### src/rtl/mem_arbiter_pkg.sv
// Shared types for the byte-serial memory arbiter: size codes, FSM states,
// request owner and the size-to-byte-count decode.
package mem_arbiter_pkg;

  localparam logic [1:0] SZ_BYTE = 2'b00;
  localparam logic [1:0] SZ_HALF = 2'b01;
  localparam logic [1:0] SZ_WORD = 2'b10;

  typedef enum logic [1:0] {
    StIdle,
    StXfer,
    StDone
  } state_e;

  typedef enum logic {
    OWN_IF,
    OWN_DM
  } owner_e;

  // Size code 11 is treated as a word access.
  function automatic logic [2:0] size_to_count(input logic [1:0] size);
    logic [2:0] n;
    unique case (size)
      SZ_BYTE: n = 3'd1;
      SZ_HALF: n = 3'd2;
      default: n = 3'd4;
    endcase
    return n;
  endfunction

endpackage

### src/rtl/mem_arbiter_if.sv
// Bundle of the fetch port, data port and byte-wide memory bus around the arbiter.
interface mem_arbiter_if #(
  parameter int unsigned ADDR_WIDTH = 32
) ();

  logic                  if_req;
  logic [ADDR_WIDTH-1:0] if_addr;
  logic                  if_done;
  logic [31:0]           if_data;

  logic                  dm_req;
  logic                  dm_rw;
  logic [1:0]            dm_size;
  logic [ADDR_WIDTH-1:0] dm_addr;
  logic [31:0]           dm_wdata;
  logic                  dm_done;
  logic [31:0]           dm_rdata;

  logic                  mem_rw;
  logic [ADDR_WIDTH-1:0] mem_addr;
  logic [7:0]            mem_write;
  logic [7:0]            mem_read;

  logic                  busy;

  // Arbiter side.
  modport slave (
    input  if_req, if_addr, dm_req, dm_rw, dm_size, dm_addr, dm_wdata, mem_read,
    output if_done, if_data, dm_done, dm_rdata, mem_rw, mem_addr, mem_write, busy
  );

  // Requesters and memory side.
  modport master (
    output if_req, if_addr, dm_req, dm_rw, dm_size, dm_addr, dm_wdata, mem_read,
    input  if_done, if_data, dm_done, dm_rdata, mem_rw, mem_addr, mem_write, busy
  );

endinterface

### src/rtl/mem_byte_assembler.sv
// Collects read bytes into a little-endian word; cleared on each accept so
// bytes beyond the access size read as zero.
module mem_byte_assembler (
  input  logic        clock,
  input  logic        reset,
  input  logic        clear,
  input  logic        capture,
  input  logic [1:0]  cnt,
  input  logic [7:0]  mem_read,
  output logic [31:0] result
);

  always_ff @(posedge clock) begin
    if (reset || clear) begin
      result <= '0;
    end else if (capture) begin
      result[8*cnt +: 8] <= mem_read;
    end
  end

endmodule

### src/rtl/mem_arbiter.sv
// Arbitrates fetch and data requests onto a byte-wide single-port memory,
// one byte per cycle, data port first on a tie.
module mem_arbiter
  import mem_arbiter_pkg::*;
#(
  parameter int unsigned ADDR_WIDTH = 32
) (
  input logic          clock,
  input logic          reset,
  mem_arbiter_if.slave bus
);

  state_e                state_q, state_d;
  logic [1:0]            cnt_q, cnt_d;
  logic [1:0]            last_q;
  logic                  rw_q;
  owner_e                owner_q;
  logic [ADDR_WIDTH-1:0] addr_q;
  logic [31:0]           wdata_q;
  logic [31:0]           if_data_q, dm_data_q;
  logic [31:0]           result;
  logic                  accept_dm, accept_if;
  logic [2:0]            dm_count;
  logic                  in_xfer, in_done;

  assign dm_count = size_to_count(bus.dm_size);
  assign in_xfer  = (state_q == StXfer);
  assign in_done  = (state_q == StDone);

  always_comb begin
    state_d   = state_q;
    cnt_d     = cnt_q;
    accept_dm = 1'b0;
    accept_if = 1'b0;
    unique case (state_q)
      StIdle: begin
        if (bus.dm_req) begin
          accept_dm = 1'b1;
          state_d   = StXfer;
          cnt_d     = 2'd0;
        end else if (bus.if_req) begin
          accept_if = 1'b1;
          state_d   = StXfer;
          cnt_d     = 2'd0;
        end
      end
      StXfer: begin
        if (cnt_q == last_q) state_d = StDone;
        else                 cnt_d   = cnt_q + 2'd1;
      end
      StDone:  state_d = StIdle;
      default: state_d = StIdle;
    endcase
  end

  always_ff @(posedge clock) begin
    if (reset) begin
      state_q   <= StIdle;
      cnt_q     <= '0;
      last_q    <= '0;
      rw_q      <= 1'b0;
      owner_q   <= OWN_IF;
      addr_q    <= '0;
      wdata_q   <= '0;
      if_data_q <= '0;
      dm_data_q <= '0;
    end else begin
      state_q <= state_d;
      cnt_q   <= cnt_d;
      if (accept_dm) begin
        owner_q <= OWN_DM;
        addr_q  <= bus.dm_addr;
        rw_q    <= bus.dm_rw;
        wdata_q <= bus.dm_wdata;
        last_q  <= 2'(dm_count - 3'd1);
      end else if (accept_if) begin
        owner_q <= OWN_IF;
        addr_q  <= bus.if_addr;
        rw_q    <= 1'b0;
        wdata_q <= '0;
        last_q  <= 2'd3;
      end
      if (in_done) begin
        if (owner_q == OWN_IF) if_data_q <= result;
        else                   dm_data_q <= result;
      end
    end
  end

  mem_byte_assembler u_assembler (
    .clock    (clock),
    .reset    (reset),
    .clear    (accept_dm | accept_if),
    .capture  (in_xfer & ~rw_q),
    .cnt      (cnt_q),
    .mem_read (bus.mem_read),
    .result   (result)
  );

  // Write enable is masked by reset so an aborting edge cannot land a byte.
  assign bus.mem_rw    = in_xfer & rw_q & ~reset;
  assign bus.mem_addr  = in_xfer ? addr_q + ADDR_WIDTH'(cnt_q) : '0;
  assign bus.mem_write = in_xfer ? wdata_q[8*cnt_q +: 8] : 8'h00;
  assign bus.if_done   = in_done & (owner_q == OWN_IF);
  assign bus.dm_done   = in_done & (owner_q == OWN_DM);
  assign bus.if_data   = bus.if_done ? result : if_data_q;
  assign bus.dm_rdata  = bus.dm_done ? result : dm_data_q;
  assign bus.busy      = in_xfer | in_done;

endmodule

### src/flat_wrapper.sv
// flat-port wrapper written by rule: the top's interface ports become plain ports
module mem_arbiter_flat import mem_arbiter_pkg::*;
#(
  parameter int unsigned ADDR_WIDTH = 32
)
  (clock, reset, bus_if_req, bus_if_addr, bus_dm_req, bus_dm_rw, bus_dm_size, bus_dm_addr, bus_dm_wdata, bus_mem_read, bus_if_done, bus_if_data, bus_dm_done, bus_dm_rdata, bus_mem_rw, bus_mem_addr, bus_mem_write, bus_busy);
  mem_arbiter_if #(.ADDR_WIDTH(ADDR_WIDTH)) bus_i ();
  input logic clock;
  input logic reset;
  input wire logic [$bits(bus_i.if_req)-1:0] bus_if_req;
  input wire logic [$bits(bus_i.if_addr)-1:0] bus_if_addr;
  input wire logic [$bits(bus_i.dm_req)-1:0] bus_dm_req;
  input wire logic [$bits(bus_i.dm_rw)-1:0] bus_dm_rw;
  input wire logic [$bits(bus_i.dm_size)-1:0] bus_dm_size;
  input wire logic [$bits(bus_i.dm_addr)-1:0] bus_dm_addr;
  input wire logic [$bits(bus_i.dm_wdata)-1:0] bus_dm_wdata;
  input wire logic [$bits(bus_i.mem_read)-1:0] bus_mem_read;
  output wire logic [$bits(bus_i.if_done)-1:0] bus_if_done;
  output wire logic [$bits(bus_i.if_data)-1:0] bus_if_data;
  output wire logic [$bits(bus_i.dm_done)-1:0] bus_dm_done;
  output wire logic [$bits(bus_i.dm_rdata)-1:0] bus_dm_rdata;
  output wire logic [$bits(bus_i.mem_rw)-1:0] bus_mem_rw;
  output wire logic [$bits(bus_i.mem_addr)-1:0] bus_mem_addr;
  output wire logic [$bits(bus_i.mem_write)-1:0] bus_mem_write;
  output wire logic [$bits(bus_i.busy)-1:0] bus_busy;
  assign bus_i.if_req = bus_if_req;
  assign bus_i.if_addr = bus_if_addr;
  assign bus_i.dm_req = bus_dm_req;
  assign bus_i.dm_rw = bus_dm_rw;
  assign bus_i.dm_size = bus_dm_size;
  assign bus_i.dm_addr = bus_dm_addr;
  assign bus_i.dm_wdata = bus_dm_wdata;
  assign bus_i.mem_read = bus_mem_read;
  assign bus_if_done = bus_i.if_done;
  assign bus_if_data = bus_i.if_data;
  assign bus_dm_done = bus_i.dm_done;
  assign bus_dm_rdata = bus_i.dm_rdata;
  assign bus_mem_rw = bus_i.mem_rw;
  assign bus_mem_addr = bus_i.mem_addr;
  assign bus_mem_write = bus_i.mem_write;
  assign bus_busy = bus_i.busy;
  mem_arbiter #(.ADDR_WIDTH(ADDR_WIDTH)) u_core (.clock(clock), .reset(reset), .bus(bus_i));
endmodule
### config.mk
export PLATFORM = sky130hd
export DESIGN_NAME = mem_arbiter_flat
export DESIGN_NICKNAME = d
export VERILOG_FILES = /design/src/rtl/mem_arbiter_pkg.sv /design/src/rtl/mem_arbiter_if.sv /design/src/rtl/mem_byte_assembler.sv /design/src/rtl/mem_arbiter.sv /design/src/flat_wrapper.sv
export SDC_FILE = /design/constraint.sdc
export NUM_CORES = 1
export LEC_CHECK = 0
export ABC_AREA = 1
export CELL_PAD_IN_SITES_DETAIL_PLACEMENT = 0
export CELL_PAD_IN_SITES_GLOBAL_PLACEMENT = 2
export CORE_MARGIN = 8
export CORE_UTILIZATION = 24
export DETAILED_ROUTE_END_ITERATION = 16
export GPL_ROUTABILITY_DRIVEN = 0
export PLACE_DENSITY = 0.73
export SLEW_MARGIN = 40
export SYNTH_ARGS = -nofsm -noshare
export SYNTH_HDL_FRONTEND = slang
export SYNTH_SLANG_ARGS = --single-unit
### constraint.sdc
create_clock -name clock -period 1.92 [get_ports clock]
set_clock_uncertainty 0.2 [all_clocks]
set_input_delay 0.384 -clock clock [delete_from_list [all_inputs] [get_ports clock]]
set_output_delay 0.384 -clock clock [all_outputs]
set_load 0.02 [all_outputs]
==> impl_metrics.ini, run 1 <==
[final_layout]
layout.filler_cells = 3241
share_of_layout_cells_above_drive_strength_1_pct = 54.5
register_area_um2 = 3390
multi_input_comb_area_um2 = 6150
flow.area_growth_from_synthesis_pct = 100
final_cell_count_no_fill = 2061
final_net_count = 1721

[clocking]
clockRootBuffer = sky130_fd_sc_hd__clkbuf_16
cts_num_sinks = 168
cts_inserted_buffers = 17
cts_htree_levels = 4
cts_tree = built
cts.reportedPaths.clkPinSlew_ns = 0.07
clk_latency_ns = 0.44
clock_path_buffers = 2

[power]
total_switching_power_mw = 5.80
combPwrFrac_pct = 50.4
post-layout-total-power_mw = 15.3
seqPwrFrac_pct = 27.6
power_density_nw_per_um2 = 939
total_leakage_power_nw = 6.83
internal_power_mw = 9.54
power.share.switching_pct = 37.8
part_of_the_total_power_dissipated_in_the_clock_network_pct = 22.0
peakVddDrop_mv = 0.731

[logic_synthesis]
synth_area_um2 = 8160
netlist-cell-type-count = 34
yosys.area.top_type = sky130_fd_sc_hd__dfxtp_1
postSynthCellCount = 1167
synthMostInstantiatedCell = sky130_fd_sc_hd__nor2_1
syn_nets = 1289
synthDominantCellAreaShare_pct = 41.2
synth_edf_count = 0
synth.avg_cell_area_um2 = 6.99
ys_dominant_reg_cell = sky130_fd_sc_hd__dfxtp_1
ys_async_sr_fraction_pct = 0
synth_seq_cells = 168
synth_warnings = 0
synth_area_leaders = sky130_fd_sc_hd__dfxtp_1 (41%), sky130_fd_sc_hd__nor2_1 (9.7%), sky130_fd_sc_hd__nand2_1 (8.2%)
synth.top_cells.by_count = sky130_fd_sc_hd__nor2_1 (211), sky130_fd_sc_hd__nand2_1 (179), sky130_fd_sc_hd__dfxtp_1 (168), sky130_fd_sc_hd__inv_1 (126), sky130_fd_sc_hd__o21ai_0 (114)
seq_area_frac_synth_pct = 41.2

[worst_setup_path]
worstSetupStartpointType = register
crit_required_ns = 1.34
cp_endpoint_kind = output pin
arrival_time_of_the_worst_setup_path_ns = 2.10
timing.reg2reg.setup_slack_ns = -0.21
worstPathMaxFanout = 3
path_class = register to output pin

[timing]
final_max_slew_viol_count = 0
tightestPinTransition_ns = 0.454
fin_ws_ns = -0.760
final_period_minus_worst_setup_slack_ns = 2.68
final.period_utilization_pct = 140
timing.max_slew.rel_slack_pct = 69.8
unrepaired_setup_endpoints_after_global_routing = yes
fin_tns_setup_ns = -63.70
hold_viol_final = 0
final.hold.worst_slack_ns = 0.0879
maxClockFrequency_mhz = 373
finalSetupViolations = 152

[global_routing]
overflow = 0
grt_start_max_net_pins = 79
grt_usage_pct = 16.8
vias_in_the_first_global_route = 9473
antenna_found_initial = 2
grt_pass1_wl_mm = 54.0

[routing]
route.antenna.remaining_nets = 0
route.vias.total = 9243
route.detailed.drc = 0
dr.pass1.iters = 4
detail_route.wl_per_cell_um = 17.4
vias_per_instance = 4.48
drt-total-wl_mm = 35.9
detailedRoute.firstIterationViolations = 341

[placement]
dp_hpwl_mm = 24.1
dp.cells = 1911
port_buffers = 218
post_place_setup_slack_ns = -0.820

[floorplan]
fp-row-count = 67
die-height_um = 200
pin_count = 219
initial_core_util_pct = 24.3
die-area_um2 = 40100
core_area_um2 = 33500
chipWidth_um = 200

[flow_run]
max_cap_violations = 0

[status]
status = finished with violations
violations = negative setup slack

[worst_hold_path]
hold_wc_path_type = input port to register
## placed cells by master (no fill, tap or decap), drive strengths merged, types with 25 or more instances in the layout
| cell type | instances |
|---|---|
| clkdlybuf4s50 | 109 |
| buf | 359 |
| nand3 | 48 |
| clkbuf | 25 |
| o31ai | 32 |
| inv | 137 |
| a21oi | 63 |
| nor2 | 218 |
| nand2 | 183 |
| or2 | 64 |
| dfxtp | 168 |
| o21ai | 145 |
## sequential cells by signal (all words and copies together), names as in the netlist
name                       cells
u_core.addr_q                 32
u_core.dm_data_q              32
u_core.if_data_q              32
u_core.u_assembler.result     32
u_core.wdata_q                32
u_core.cnt_q                   2
u_core.last_q                  2
u_core.state_q                 2
u_core.owner_q                 1
u_core.rw_q                    1
## layout make-up
cell class,count,share of cell area (%)
repair buffers,474,31.1
flip-flops and latches,168,20.7
repair inverters,1,0.0383
multi-input cells,803,37.6
clock buffers,19,2.77
diodes,1,0.0153
inverters,134,3.59
clock inverters,13,0.689
well taps,448,3.43
## per-layer routing
| layer | track usage (%) | vias up | share of wire, % |
|---|---|---|---|
| met5 | 0 | - | 0.036 |
| met4 | 4.13 | 2 | 1.7 |
| met3 | 3.99 | 38 | 4.0 |
| met2 | 27.6 | 175 | 47 |
| met1 | 21.8 | 4414 | 47 |
| li1 | - | 4614 | - |
## power groups by stage
stage | sequential (mW) | clock (mW) | combinational (mW)
2_1_floorplan | 4.17 | 0 | 2.67
3_3_place_gp | 4.21 | 0 | 5.02
3_5_place_dp | 4.22 | 0 | 5.01
4_1_cts | 4.20 | 3.50 | 6.65
5_1_grt | 4.29 | 3.62 | 8.28
6_report | 4.24 | 3.37 | 7.73
## worst max-delay path: stages, from the launching register on
cell,delay [ns]
sky130_fd_sc_hd__dfxtp_2,0.34
sky130_fd_sc_hd__ha_4,0.16
sky130_fd_sc_hd__fa_2,0.37
sky130_fd_sc_hd__nand2_2,0.10
sky130_fd_sc_hd__nor2_4,0.06
sky130_fd_sc_hd__buf_4,0.13
sky130_fd_sc_hd__buf_4,0.13
sky130_fd_sc_hd__a21oi_2,0.12
sky130_fd_sc_hd__o21a_2,0.14
sky130_fd_sc_hd__buf_6,0.11
## final timing paths
check,cells after the start,from,end
min,2,reset,u_core.state_q[0]
min reg2reg,2,u_core.wdata_q[10],u_core.wdata_q[10]
max reg2reg,11,u_core.cnt_q[1],u_core.u_assembler.result[1]
max,9,u_core.addr_q[0],bus_mem_addr[4]
## through the flow
step                util [%]  instance area, um2
finish                  48.7               16300
global route            48.7               16300
CTS                     44.5               14900
detailed placement      36.2               12100
global placement        36.2               12100
floorplan                  -                8460
## repair_timing
item,CTS,global route
pin swaps,59,57
gates resized for setup,969,314
setup buffers,98,42
endpoints found under the hold margin,0,0
setup endpoints to repair,141,213
hold buffers,0,0
cloned,7,9
## cells by family after synthesis
kind of cell,Yosys count,share of synthesized area [%]
compound gates,267,19.5
xor+xnor,5,0.537
fa+ha+maj,11,1.78
buf+inv,196,9.57
flops,168,41.2
simple gates,520,27.3
Power figures use the tool's default switching activity.
==> run 2: changes to the inputs <==
--- a/config.mk
+++ b/config.mk
@@ -13,7 +13,7 @@
 export DETAILED_ROUTE_END_ITERATION = 16
 export GPL_ROUTABILITY_DRIVEN = 0
 export PLACE_DENSITY = 0.73
-export SLEW_MARGIN = 40
+export SLEW_MARGIN = 20
 export SYNTH_ARGS = -nofsm -noshare
 export SYNTH_HDL_FRONTEND = slang
 export SYNTH_SLANG_ARGS = --single-unit
==> results of run 2 <==
The final DEF is identical to that of run 1; final timing and power are the same.
